`config.mk`:
```
export PLATFORM = sky130hd
export DESIGN_NAME = fm_pac_mapper_mc_flat
export DESIGN_NICKNAME = d
export VERILOG_FILES = /design/src/rtl/fm_pac_mapper_mc_if.sv /design/src/rtl/fm_pac_mapper_mc.sv /design/src/flat_wrapper.sv
export SDC_FILE = /design/constraint.sdc
export NUM_CORES = 1
export LEC_CHECK = 0
export BUFFER_PORTS_ARGS = -buffer_cell sky130_fd_sc_hd__buf_2
export CORE_ASPECT_RATIO = 1.5
export CORE_MARGIN = 3
export CORE_UTILIZATION = 56
export DETAILED_ROUTE_END_ITERATION = 16
export GPL_TIMING_DRIVEN = 0
export PLACE_DENSITY = 0.9
export SLEW_MARGIN = 10
export SYNTH_ARGS = -nofsm -noshare
export SYNTH_HDL_FRONTEND = slang
export SYNTH_SLANG_ARGS = --single-unit
```
`constraint.sdc`:
```
create_clock -name clk -period 4.75 [get_ports clk]
set_clock_uncertainty 0.2 [all_clocks]
set_input_delay 0.95 -clock clk [delete_from_list [all_inputs] [get_ports clk]]
set_output_delay 0.95 -clock clk [all_outputs]
set_load 0.02 [all_outputs]
```
`src/rtl/fm_pac_mapper_mc_if.sv`:
```
// -----------------------------------------------------------------------------
// fm_pac_mapper_mc_if
//   OPLL write handshake bundle between the FM-PAC mapper and the OPLL cores.
//   One lane per channel; channel c data lives at opll_d[8c+7:8c].
//
//   opll_io_enable : per-channel enable[0] (OPLL I/O ports enabled)
//   opll_valid     : head entry of channel c is presented
//   opll_a0        : head entry register(0)/data(1) select
//   opll_d         : head entry data
//   opll_ready     : OPLL core accepts the head entry
//
//   Handshake: a channel's entry transfers on a clock edge where
//   opll_valid[c] & opll_ready[c] are both high; while valid is high and
//   ready is low, opll_a0/opll_d stay stable. Valid never waits for ready.
// -----------------------------------------------------------------------------
interface fm_pac_mapper_mc_if #(
   parameter int CHANNELS = 2
);
   logic [CHANNELS-1:0]   opll_io_enable;
   logic [CHANNELS-1:0]   opll_valid;
   logic [CHANNELS-1:0]   opll_a0;
   logic [8*CHANNELS-1:0] opll_d;
   logic [CHANNELS-1:0]   opll_ready;

   modport master (
      output opll_io_enable,
      output opll_valid,
      output opll_a0,
      output opll_d,
      input  opll_ready
   );

   modport slave (
      input  opll_io_enable,
      input  opll_valid,
      input  opll_a0,
      input  opll_d,
      output opll_ready
   );
endinterface

```
`src/rtl/fm_pac_mapper_mc.sv`:
```
// -----------------------------------------------------------------------------
// fm_pac_mapper_mc
//   Multi-channel FM-PAC cartridge mapper. Per channel it holds the enable,
//   ROM bank and SRAM magic registers, decodes the register window, builds
//   ROM/SRAM addresses and forwards OPLL register writes to the OPLL core.
//
//   Optional feature macro: FMPAC_OPLL_FIFO_EN
//     defined   : per-channel OPLL write FIFO (FIFO_DEPTH entries) with a
//                 valid/ready handshake and a sticky overflow flag.
//     undefined : each OPLL write gives a one-cycle opll_valid pulse with
//                 registered a0/data; opll_ready is ignored, ovf reads 0.
//
//   Ports
//     clk, reset_n          : clock, asynchronous active-low reset
//     addr, d_from_cpu      : CPU address / write data
//     d_to_cpu, cart_oe     : register read data (FFh when not driving)
//     cs, slot              : slot select and channel index
//     wr, rd, mreq          : CPU strobes, active high
//     sram_oe, sram_we      : unlocked SRAM window hit / write strobe
//     mem_unmaped           : cs with addr outside 4000h-7FFFh
//     mem_addr              : ROM/SRAM address of the selected channel
//     opll                  : OPLL write handshake (master side)
// -----------------------------------------------------------------------------
module fm_pac_mapper_mc #(
   parameter int  CHANNELS   = 2,
   parameter int  SRAM_AW    = 13,
   parameter int  BANK_W     = 2,
   parameter int  FIFO_DEPTH = 4,
   localparam int SLOT_W     = (CHANNELS > 1) ? $clog2(CHANNELS) : 1
) (
   input  logic               clk,
   input  logic               reset_n,
   input  logic [15:0]        addr,
   input  logic [7:0]         d_from_cpu,
   output logic [7:0]         d_to_cpu,
   input  logic               cs,
   input  logic [SLOT_W-1:0]  slot,
   input  logic               wr,
   input  logic               rd,
   input  logic               mreq,
   output logic               cart_oe,
   output logic               sram_oe,
   output logic               sram_we,
   output logic               mem_unmaped,
   output logic [24:0]        mem_addr,
   fm_pac_mapper_mc_if.master opll
);

   localparam logic [15:0] SRAM_MAGIC = 16'h694D;

   // per-channel register file
   logic [7:0]          enable_q [CHANNELS];
   logic [7:0]          enable_d [CHANNELS];
   logic [BANK_W-1:0]   bank_q   [CHANNELS];
   logic [BANK_W-1:0]   bank_d   [CHANNELS];
   logic [15:0]         magic_q  [CHANNELS];
   logic [15:0]         magic_d  [CHANNELS];
   logic                acc_q, acc_d;

   logic                slot_ok;
   logic [SLOT_W-1:0]   sel;
   logic [13:0]         reg_a;
   logic                acc;
   logic                wr_ev;
   logic                push;
   logic                sram_en;
   logic                rd_hit;
   logic [7:0]          rdata;

   // per-channel status / OPLL lane values produced by either build
   logic [CHANNELS-1:0]   fifo_empty;
   logic [CHANNELS-1:0]   ovf_rd;
   logic [CHANNELS-1:0]   valid_c;
   logic [CHANNELS-1:0]   a0_c;
   logic [8*CHANNELS-1:0] d_c;
   logic [CHANNELS-1:0]   io_en_c;

   // rd does not qualify register reads: read data is a pure decode of cs/addr
   logic unused_rd;
   assign unused_rd = rd;

   // out-of-range slot values behave as if the cartridge is not selected
   assign slot_ok = (32'(slot) < 32'(CHANNELS));
   assign sel     = slot_ok ? slot : '0;
   assign reg_a   = addr[13:0];

   // one write event per access: rising edge of the qualified write strobe
   assign acc     = cs & wr & mreq & slot_ok;
   assign wr_ev   = acc & ~acc_q;
   assign push    = wr_ev & ((reg_a == 14'h3FF4) | (reg_a == 14'h3FF5));

   // --------------------------------------------------------------------------
   // register writes
   // --------------------------------------------------------------------------
   always_comb begin
      acc_d = acc;
      for (int c = 0; c < CHANNELS; c++) begin
         enable_d[c] = enable_q[c];
         bank_d[c]   = bank_q[c];
         magic_d[c]  = magic_q[c];
      end
      if (wr_ev) begin
         case (reg_a)
            // magic bytes are frozen while enable[4] is set
            14'h1FFE: if (!enable_q[sel][4]) magic_d[sel][7:0]  = d_from_cpu;
            14'h1FFF: if (!enable_q[sel][4]) magic_d[sel][15:8] = d_from_cpu;
            14'h3FF6: begin
               enable_d[sel] = d_from_cpu & 8'h11;
               // leaving the frozen state wipes the unlock key
               if (enable_q[sel][4]) magic_d[sel] = '0;
            end
            14'h3FF7: bank_d[sel] = d_from_cpu[BANK_W-1:0];
            default: ;
         endcase
      end
   end

   always_ff @(posedge clk or negedge reset_n) begin
      if (!reset_n) begin
         acc_q <= 1'b0;
         for (int c = 0; c < CHANNELS; c++) begin
            enable_q[c] <= '0;
            bank_q[c]   <= '0;
            magic_q[c]  <= '0;
         end
      end else begin
         acc_q <= acc_d;
         for (int c = 0; c < CHANNELS; c++) begin
            enable_q[c] <= enable_d[c];
            bank_q[c]   <= bank_d[c];
            magic_q[c]  <= magic_d[c];
         end
      end
   end

`ifdef FMPAC_OPLL_FIFO_EN
   // --------------------------------------------------------------------------
   // OPLL write FIFO, one per channel; pointers carry an extra wrap bit
   // --------------------------------------------------------------------------
   localparam int             FAW      = (FIFO_DEPTH > 1) ? $clog2(FIFO_DEPTH) : 1;
   localparam logic [FAW:0]   PTR_ONE  = (FAW+1)'(1);
   localparam logic [FAW:0]   FULL_CNT = (FAW+1)'(FIFO_DEPTH);

   logic [8:0]          mem_q  [CHANNELS][FIFO_DEPTH];
   logic [8:0]          mem_d  [CHANNELS][FIFO_DEPTH];
   logic [FAW:0]        wptr_q [CHANNELS];
   logic [FAW:0]        wptr_d [CHANNELS];
   logic [FAW:0]        rptr_q [CHANNELS];
   logic [FAW:0]        rptr_d [CHANNELS];
   logic [CHANNELS-1:0] ovf_q, ovf_d;
   logic [CHANNELS-1:0] full;
   logic [CHANNELS-1:0] pop;

   always_comb begin
      ovf_d      = ovf_q;
      fifo_empty = '0;
      full       = '0;
      pop        = '0;
      valid_c    = '0;
      a0_c       = '0;
      d_c        = '0;
      for (int c = 0; c < CHANNELS; c++) begin
         wptr_d[c] = wptr_q[c];
         rptr_d[c] = rptr_q[c];
         for (int i = 0; i < FIFO_DEPTH; i++) mem_d[c][i] = mem_q[c][i];

         fifo_empty[c]          = (wptr_q[c] == rptr_q[c]);
         full[c]                = ((wptr_q[c] - rptr_q[c]) == FULL_CNT);
         valid_c[c]             = ~fifo_empty[c];
         {a0_c[c], d_c[8*c +: 8]} = mem_q[c][rptr_q[c][FAW-1:0]];
         pop[c]                 = valid_c[c] & opll.opll_ready[c];

         if (pop[c]) rptr_d[c] = rptr_q[c] + PTR_ONE;

         if (push && (32'(sel) == c)) begin
            // a simultaneous pop frees the slot, so a full FIFO still accepts
            if (!full[c] || pop[c]) begin
               mem_d[c][wptr_q[c][FAW-1:0]] = {addr[0], d_from_cpu};
               wptr_d[c] = wptr_q[c] + PTR_ONE;
            end else begin
               ovf_d[c] = 1'b1;
            end
         end

         if (wr_ev && (reg_a == 14'h3FF8) && (32'(sel) == c)) ovf_d[c] = 1'b0;
      end
   end

   always_ff @(posedge clk or negedge reset_n) begin
      if (!reset_n) begin
         ovf_q <= '0;
         for (int c = 0; c < CHANNELS; c++) begin
            wptr_q[c] <= '0;
            rptr_q[c] <= '0;
            for (int i = 0; i < FIFO_DEPTH; i++) mem_q[c][i] <= '0;
         end
      end else begin
         ovf_q <= ovf_d;
         for (int c = 0; c < CHANNELS; c++) begin
            wptr_q[c] <= wptr_d[c];
            rptr_q[c] <= rptr_d[c];
            for (int i = 0; i < FIFO_DEPTH; i++) mem_q[c][i] <= mem_d[c][i];
         end
      end
   end

   assign ovf_rd = ovf_q;
`else
   // --------------------------------------------------------------------------
   // direct path: one registered valid pulse per OPLL write
   // --------------------------------------------------------------------------
   logic [CHANNELS-1:0]   vld_q, vld_d;
   logic [CHANNELS-1:0]   a0_q, a0_d;
   logic [8*CHANNELS-1:0] dat_q, dat_d;

   logic [CHANNELS+31:0] unused_fifo;
   assign unused_fifo = {opll.opll_ready, 32'(FIFO_DEPTH)};

   always_comb begin
      vld_d = '0;
      a0_d  = a0_q;
      dat_d = dat_q;
      if (push) begin
         vld_d[sel]          = 1'b1;
         a0_d[sel]           = addr[0];
         dat_d[8*sel +: 8]   = d_from_cpu;
      end
   end

   always_ff @(posedge clk or negedge reset_n) begin
      if (!reset_n) begin
         vld_q <= '0;
         a0_q  <= '0;
         dat_q <= '0;
      end else begin
         vld_q <= vld_d;
         a0_q  <= a0_d;
         dat_q <= dat_d;
      end
   end

   assign fifo_empty = '1;
   assign ovf_rd     = '0;
   assign valid_c    = vld_q;
   assign a0_c       = a0_q;
   assign d_c        = dat_q;
`endif

   // --------------------------------------------------------------------------
   // OPLL lanes
   // --------------------------------------------------------------------------
   always_comb begin
      io_en_c = '0;
      for (int c = 0; c < CHANNELS; c++) io_en_c[c] = enable_q[c][0];
   end

   assign opll.opll_io_enable = io_en_c;
   assign opll.opll_valid     = valid_c;
   assign opll.opll_a0        = a0_c;
   assign opll.opll_d         = d_c;

   // --------------------------------------------------------------------------
   // combinational read / memory decode for the selected channel
   // --------------------------------------------------------------------------
   assign sram_en = (magic_q[sel] == SRAM_MAGIC);

   always_comb begin
      rdata  = 8'hFF;
      rd_hit = 1'b0;
      if (cs && slot_ok) begin
         case (reg_a)
            14'h3FF6: begin rd_hit = 1'b1; rdata = enable_q[sel]; end
            14'h3FF7: begin rd_hit = 1'b1; rdata = 8'(bank_q[sel]); end
            14'h3FF8: begin rd_hit = 1'b1; rdata = {6'b0, fifo_empty[sel], ovf_rd[sel]}; end
            14'h1FFE: if (sram_en) begin rd_hit = 1'b1; rdata = magic_q[sel][7:0]; end
            14'h1FFF: if (sram_en) begin rd_hit = 1'b1; rdata = magic_q[sel][15:8]; end
            default: ;
         endcase
      end
   end

   assign d_to_cpu    = rdata;
   assign cart_oe     = rd_hit;
   assign sram_oe     = cs & slot_ok & sram_en & (addr[13:SRAM_AW] == '0);
   assign sram_we     = sram_oe & wr & mreq;
   assign mem_unmaped = cs & (addr[15:14] != 2'b01);
   assign mem_addr    = sram_oe ? 25'(addr[SRAM_AW-1:0]) : 25'({bank_q[sel], reg_a});

endmodule

```
`src/flat_wrapper.sv`:
```
// flat-port wrapper written by rule: the top's interface ports become plain ports
module fm_pac_mapper_mc_flat 
#(
   parameter int  CHANNELS   = 2,
   parameter int  SRAM_AW    = 13,
   parameter int  BANK_W     = 2,
   parameter int  FIFO_DEPTH = 4,
   localparam int SLOT_W     = (CHANNELS > 1) ? $clog2(CHANNELS) : 1
)
  (clk, reset_n, addr, d_from_cpu, d_to_cpu, cs, slot, wr, rd, mreq, cart_oe, sram_oe, sram_we, mem_unmaped, mem_addr, opll_opll_io_enable, opll_opll_valid, opll_opll_a0, opll_opll_d, opll_opll_ready);
  fm_pac_mapper_mc_if #(.CHANNELS(CHANNELS)) opll_i ();
  input  logic clk;
  input  logic reset_n;
  input  logic [15:0] addr;
  input  logic [7:0] d_from_cpu;
  output logic [7:0] d_to_cpu;
  input  logic cs;
  input  logic [SLOT_W-1:0] slot;
  input  logic wr;
  input  logic rd;
  input  logic mreq;
  output logic cart_oe;
  output logic sram_oe;
  output logic sram_we;
  output logic mem_unmaped;
  output logic [24:0] mem_addr;
  output wire logic [$bits(opll_i.opll_io_enable)-1:0] opll_opll_io_enable;
  output wire logic [$bits(opll_i.opll_valid)-1:0] opll_opll_valid;
  output wire logic [$bits(opll_i.opll_a0)-1:0] opll_opll_a0;
  output wire logic [$bits(opll_i.opll_d)-1:0] opll_opll_d;
  input wire logic [$bits(opll_i.opll_ready)-1:0] opll_opll_ready;
  assign opll_opll_io_enable = opll_i.opll_io_enable;
  assign opll_opll_valid = opll_i.opll_valid;
  assign opll_opll_a0 = opll_i.opll_a0;
  assign opll_opll_d = opll_i.opll_d;
  assign opll_i.opll_ready = opll_opll_ready;
  fm_pac_mapper_mc #(.CHANNELS(CHANNELS), .SRAM_AW(SRAM_AW), .BANK_W(BANK_W), .FIFO_DEPTH(FIFO_DEPTH)) u_core (.clk(clk), .reset_n(reset_n), .addr(addr), .d_from_cpu(d_from_cpu), .d_to_cpu(d_to_cpu), .cs(cs), .slot(slot), .wr(wr), .rd(rd), .mreq(mreq), .cart_oe(cart_oe), .sram_oe(sram_oe), .sram_we(sram_we), .mem_unmaped(mem_unmaped), .mem_addr(mem_addr), .opll(opll_i));
endmodule
```
Word-level counts from Yosys, hierarchy flattened
Cells that the tools add are included.
- register bits after elaboration: 73
- input port bits: 33
- output and inout port bits: 59
- word-level logic and storage cells: 94
- $add $sub $neg: 1
- $lt $le $gt $ge: 4
- eq/ne operators: 12
- shift operators: 2
- muxes and demuxes: 42
- bitwise gates (word level): 15
- reductions and logical operators: 8
- operator list (cell ; number):
    $mux W16 ; 6
    $mux W32 ; 3
    $pmux W32 S3 ; 1
    $eq A14 B14 Y1 const B ; 5
    $bwmux W32 ; 2
    $mux W8 ; 8
    $demux W16 S1 ; 3
    $pmux W8 S5 ; 1
    $neg A4 Y34 ; 1
    $shift A8 B34 Y16 const A ; 1
    $shiftx A8 B34 Y16 ; 1
    $and A32 B32 Y32 ; 1
    $bwmux W16 ; 2
    $not A32 Y32 ; 1
    $eq A14 B13 Y1 const B ; 2
    $eq A16 B15 Y1 const B ; 1
    $mux W2 ; 5
    $and A1 B1 Y1 ; 9
    $demux W8 S1 ; 1
    $mux W1 ; 5
    $reduce_and A5 Y1 ; 1
    $bwmux W4 ; 1
    $ne A2 B1 Y1 const B ; 2
    $ne A2 B2 Y1 const B ; 2
    16 further kinds ; 19

Logic depth before layout (Yosys ltp)
- depth in word-level cells: 9
- depth in mapped cells: 6

Worst setup path after synthesis
OpenSTA, ideal clock, no wires.
- path type: input to output
- from: input addr[0]
- to: output d_to_cpu[2]
- arrival time: 2.267 ns
- required time: 3.600 ns
- path slack: 1.333 ns
- stages on the path: 5
- buffers on the path: 1
- cell sequence: buf_2 -> nor4b_1 -> a32oi_1 -> nor3_1 -> o21ai_0
- longest elaborated chain between the ends: 3
- elaborated cells between the ends (all ways): 7
- ends and longest elaborated chain (element ; RTL line ; source):
    from (decl) ; flat_wrapper.sv:14 ; input logic [15:0] addr;
    $eq A14 B13 Y1 / $eq A14 B14 Y1 (equally long branches) ; fm_pac_mapper_mc.sv:271 ; case (reg_a)
    $pmux W8 S5 (*) ; fm_pac_mapper_mc.sv:271 ;
    $mux W8 (*) ; fm_pac_mapper_mc.sv:270 ; if (cs && slot_ok) begin
    to (decl) ; flat_wrapper.sv:16 ; output logic [7:0] d_to_cpu;
Every way passes the cells marked *; elsewhere a longest branch is shown, timed or not.

Worst setup path after layout
- from: input slot
- to: output sram_we
- longest elaborated chain between the ends: 9
- ends and longest elaborated chain (element ; RTL line ; source):
    from (decl) ; flat_wrapper.sv:18 ; input logic [SLOT_W-1:0] slot;
    $not A1 Y2 (implied by the code) ; fm_pac_mapper_mc.sv:265 ; assign sram_en = (magic_q[sel] == SRAM_MAGIC);
    $mux W16 (implied by the code) (3 in series) ; fm_pac_mapper_mc.sv:265 ;
    $eq A16 B15 Y1 ; fm_pac_mapper_mc.sv:265 ;
    $and A1 B1 Y1 (2 in series) ; fm_pac_mapper_mc.sv:284 ; assign sram_oe = cs & slot_ok & sram_en & (addr[13:SRAM_AW] == '0);
    $and A1 B1 Y1 (2 in series) ; fm_pac_mapper_mc.sv:285 ; assign sram_we = sram_oe & wr & mreq;
    to (decl) ; flat_wrapper.sv:24 ; output logic sram_we;
No other way between the ends. The select of a mux whose other input is x is not followed.

==> metrics.md <==
| Metric | Value |
|---|---|
| Status | `finished clean` |
| Routed vias/inst | `5.737` |
| Max-Cap Viols | `0` |
| Post-CTS sizing | `0` |
| Peak Freq | `262.4 MHz` |
| Initial drt markers | `141` |
| Die Y-Extent | `97.72 um` |
| Hold Vio Cnt, Final | `0` |
| Detail Route Antenna Nets | `0` |
| Drt pass-1 iters | `4` |
| HPWL Detailed | `approximately 5.3 mm` |
| WS Path Type | `in2out` |
| Antenna cells | `0` |
| Sink Count | `61` |
| Post-synth EDFFs | `0` |
| H-tree levels | `3` |
| Setup Fix Bufs, Post-CTS | `0` |
| Synth top area share | `0.4861` |
| Synth-to-layout area growth | `23.43%` |
| Top area cells in the synthesized netlist | `dfrtp_1 (49%), a22o_1 (6.7%), mux2_2 (6.5%)` |
| Class of the worst hold path | `reg2reg` |
| Setup crit end kind | `output pin` |
| Clock slew at reported path FFs | `~0.07 ns` |
| TritonCTS buffer count | `9` |
| Synthesized area per cell | `12.41 um2` |
| GRT Resource Usage Total | `0.2351` |
| Row Count | `32` |
| CP startpoint kind | `input port` |
| Sequential area share after synthesis | `0.4861` |
| VDD IR-drop max | `0.3330 mV` |
| # port buffers | `74` |
| Ys async rst share | `1.000` |
| Count of cell types in the netlist | `50` |
| RePlAce Congestion | `0.8782` |
| Yosys reg bits | `61` |
| Final WS setup | `0.9387 ns` |
| Largest net degree at the start of global routing | `62` |
| Leakage | `2.030 nW` |
| Cts hold-fix bufs | `0` |
| # DRC | `0` |
| Initial Util | `0.5942` |
| Data required time of the worst path | `3.60 ns` |
| Worst slack, placed | `approximately 0.96 ns` |
| Synth warn | `0` |
| Area leader, netlist | `dfrtp_1` |
| Total I/O pin count | `~90` |
| Global-route wire length before repair | `11.71 mm` |
| Share of layout cells above drive strength 1 | `0.4530` |
| CTS tree | `built` |
| Slew at the pin closest to its max-slew limit | `0.7539 ns` |
| Total detailed-routing wirelength | `~7.3 mm` |
| Final setup violation count | `0` |
| Total congestion overflow | `0` |
| Chip width | `67.15 um` |
| CP arrival | `2.66 ns` |
| Clock Tree Buf Depth | `2` |
| Routed via count | `2404` |
| Nets | `379` |
| Netlist Area Pre-Place | `0.003141 mm2` |
| Period minus WS final | `3.811 ns` |
| Share of the clock period used by the worst path | `0.8024` |
| Crit Path Max Fanout | `10` |
| RSZ-0062 raised after global routing | `false` |
| Drt wl/cell | `~17 um` |
| Prevailing post-synth register cell | `dfrtp_1` |
| CTS root buffer | `clkbuf_8` |
| Clock Latency Late Sink | `0.33 ns` |
| CORE AREA | `0.005285 mm2` |
| Slew HR | `0.4974` |
| PD cells | `302.2 mW/mm2` |
| Initial antenna violation count | `0` |
| Hold WS | `a little over 0.3 ns` |
| Number of global-route vias before repair | `2329` |
| TNS Setup | `0 ns` |
| Die area | `0.006561 mm2` |
| Mapped Cells | `253` |
| Most common cell after layout, fill and taps aside | `buf_2` |
| Most frequent cells in the layout | `buf_2 (77), dfrtp_1 (61), buf_4 (26)` |
| Max Slew Vio Count | `0` |
## routing by layer
layer	routed length [um]	global-route usage
met1	2963	0.2874
met2	3809	0.4030
met3	419	0.04051
met4	135	0.08906
met5	0	0
## cell usage after synthesis (all sizes together), types with 4 or more instances
library cell / count
dfrtp: 61
buf: 31
nand2: 6
o211ai: 4
inv: 12
o21ai: 4
mux2: 27
and4b: 4
nand4: 7
nor4: 7
a22o: 24
mux2i: 6
clkbuf: 4
o2bb2ai: 8
nor4bb: 6
and3: 5
## metrics by stage
stage                     power, mW  cell area [um2]    util  instances
final                         1.171             3876  0.7334        419
after global routing          1.213             3876  0.7334        419
after CTS                     1.179             3876  0.7334        419
after detailed placement     0.6216             3628  0.6866        403
after global placement       0.6192             3626  0.6861        403
after floorplan              0.5794             3171       -        261
## worst max-delay path: stages
cell and delay (ns):
buf_2 0.23, buf_2 0.31, nand4_1 0.20, a22oi_1 0.57, and3_1 0.23, buf_2 0.16
## kinds of logic (layout without fill, tap and decap cells)
| logic type | Yosys count | after routing | share of synthesized area |
|---|---|---|---|
| flip-flops | 61 | 61 | 0.4861 |
| AND/OR/NAND/NOR | 56 | 56 | 0.1426 |
| AO/OA/AOI/OAI | 53 | 53 | 0.1434 |
| buffers and inverters | 47 | 137 | 0.09004 |
| multiplexers | 34 | 34 | 0.1339 |
| other | 1 | 9 | 0.001194 |
| XOR/XNOR | 1 | 1 | 0.002789 |
## final timing paths
| check | depth (start not counted) | slack [ns] | startpoint | end |
|---|---|---|---|---|
| min reg2reg | 1 | 0.30 | u_core.opll.opll_d[0] | u_core.opll.opll_d[0] |
| max reg2reg | 4 | 2.59 | u_core.acc_q | u_core.enable_q[4] |
| max in group asynchronous | 1 | 3.37 | reset_n | u_core.opll.opll_d[14] |
| max | 6 | 0.94 | slot | sram_we |
| min | 1 | 0.30 | u_core.opll.opll_d[0] | u_core.opll.opll_d[0] |
| min in group asynchronous | 1 | 0.49 | reset_n | u_core.opll.opll_d[0] |
## registers in the layout, indices dropped and copies added, names as in the netlist
name and cells:
u_core.enable_q 2, u_core.opll.opll_io_enable 2, u_core.bank_q 4, u_core.opll.opll_d 16
u_core.acc_q 1, u_core.opll.opll_a0 2, u_core.opll.opll_valid 2, u_core.magic_q 32
## final cells by class
type / instances / area [um2]
well taps: 68 / 85.08
inverters: 12 / 45.04
fillers: 389 / 1409
clock inverters: 7 / 123.9
clock buffers: 9 / 123.9
plain buffers: 35 / 237.7
flip-flops and latches: 61 / 1526
repair buffers: 74 / 372.9
multi-input cells: 153 / 1361
## report_power, final
part           internal [mW]  leakage (nW)  switching (mW)  total [mW]
sequential             0.520         0.810        0.000212       0.520
clock                  0.351         0.120           0.210       0.560
combinational         0.0319          1.10          0.0592      0.0912
(Power assumes the default switching activity.)
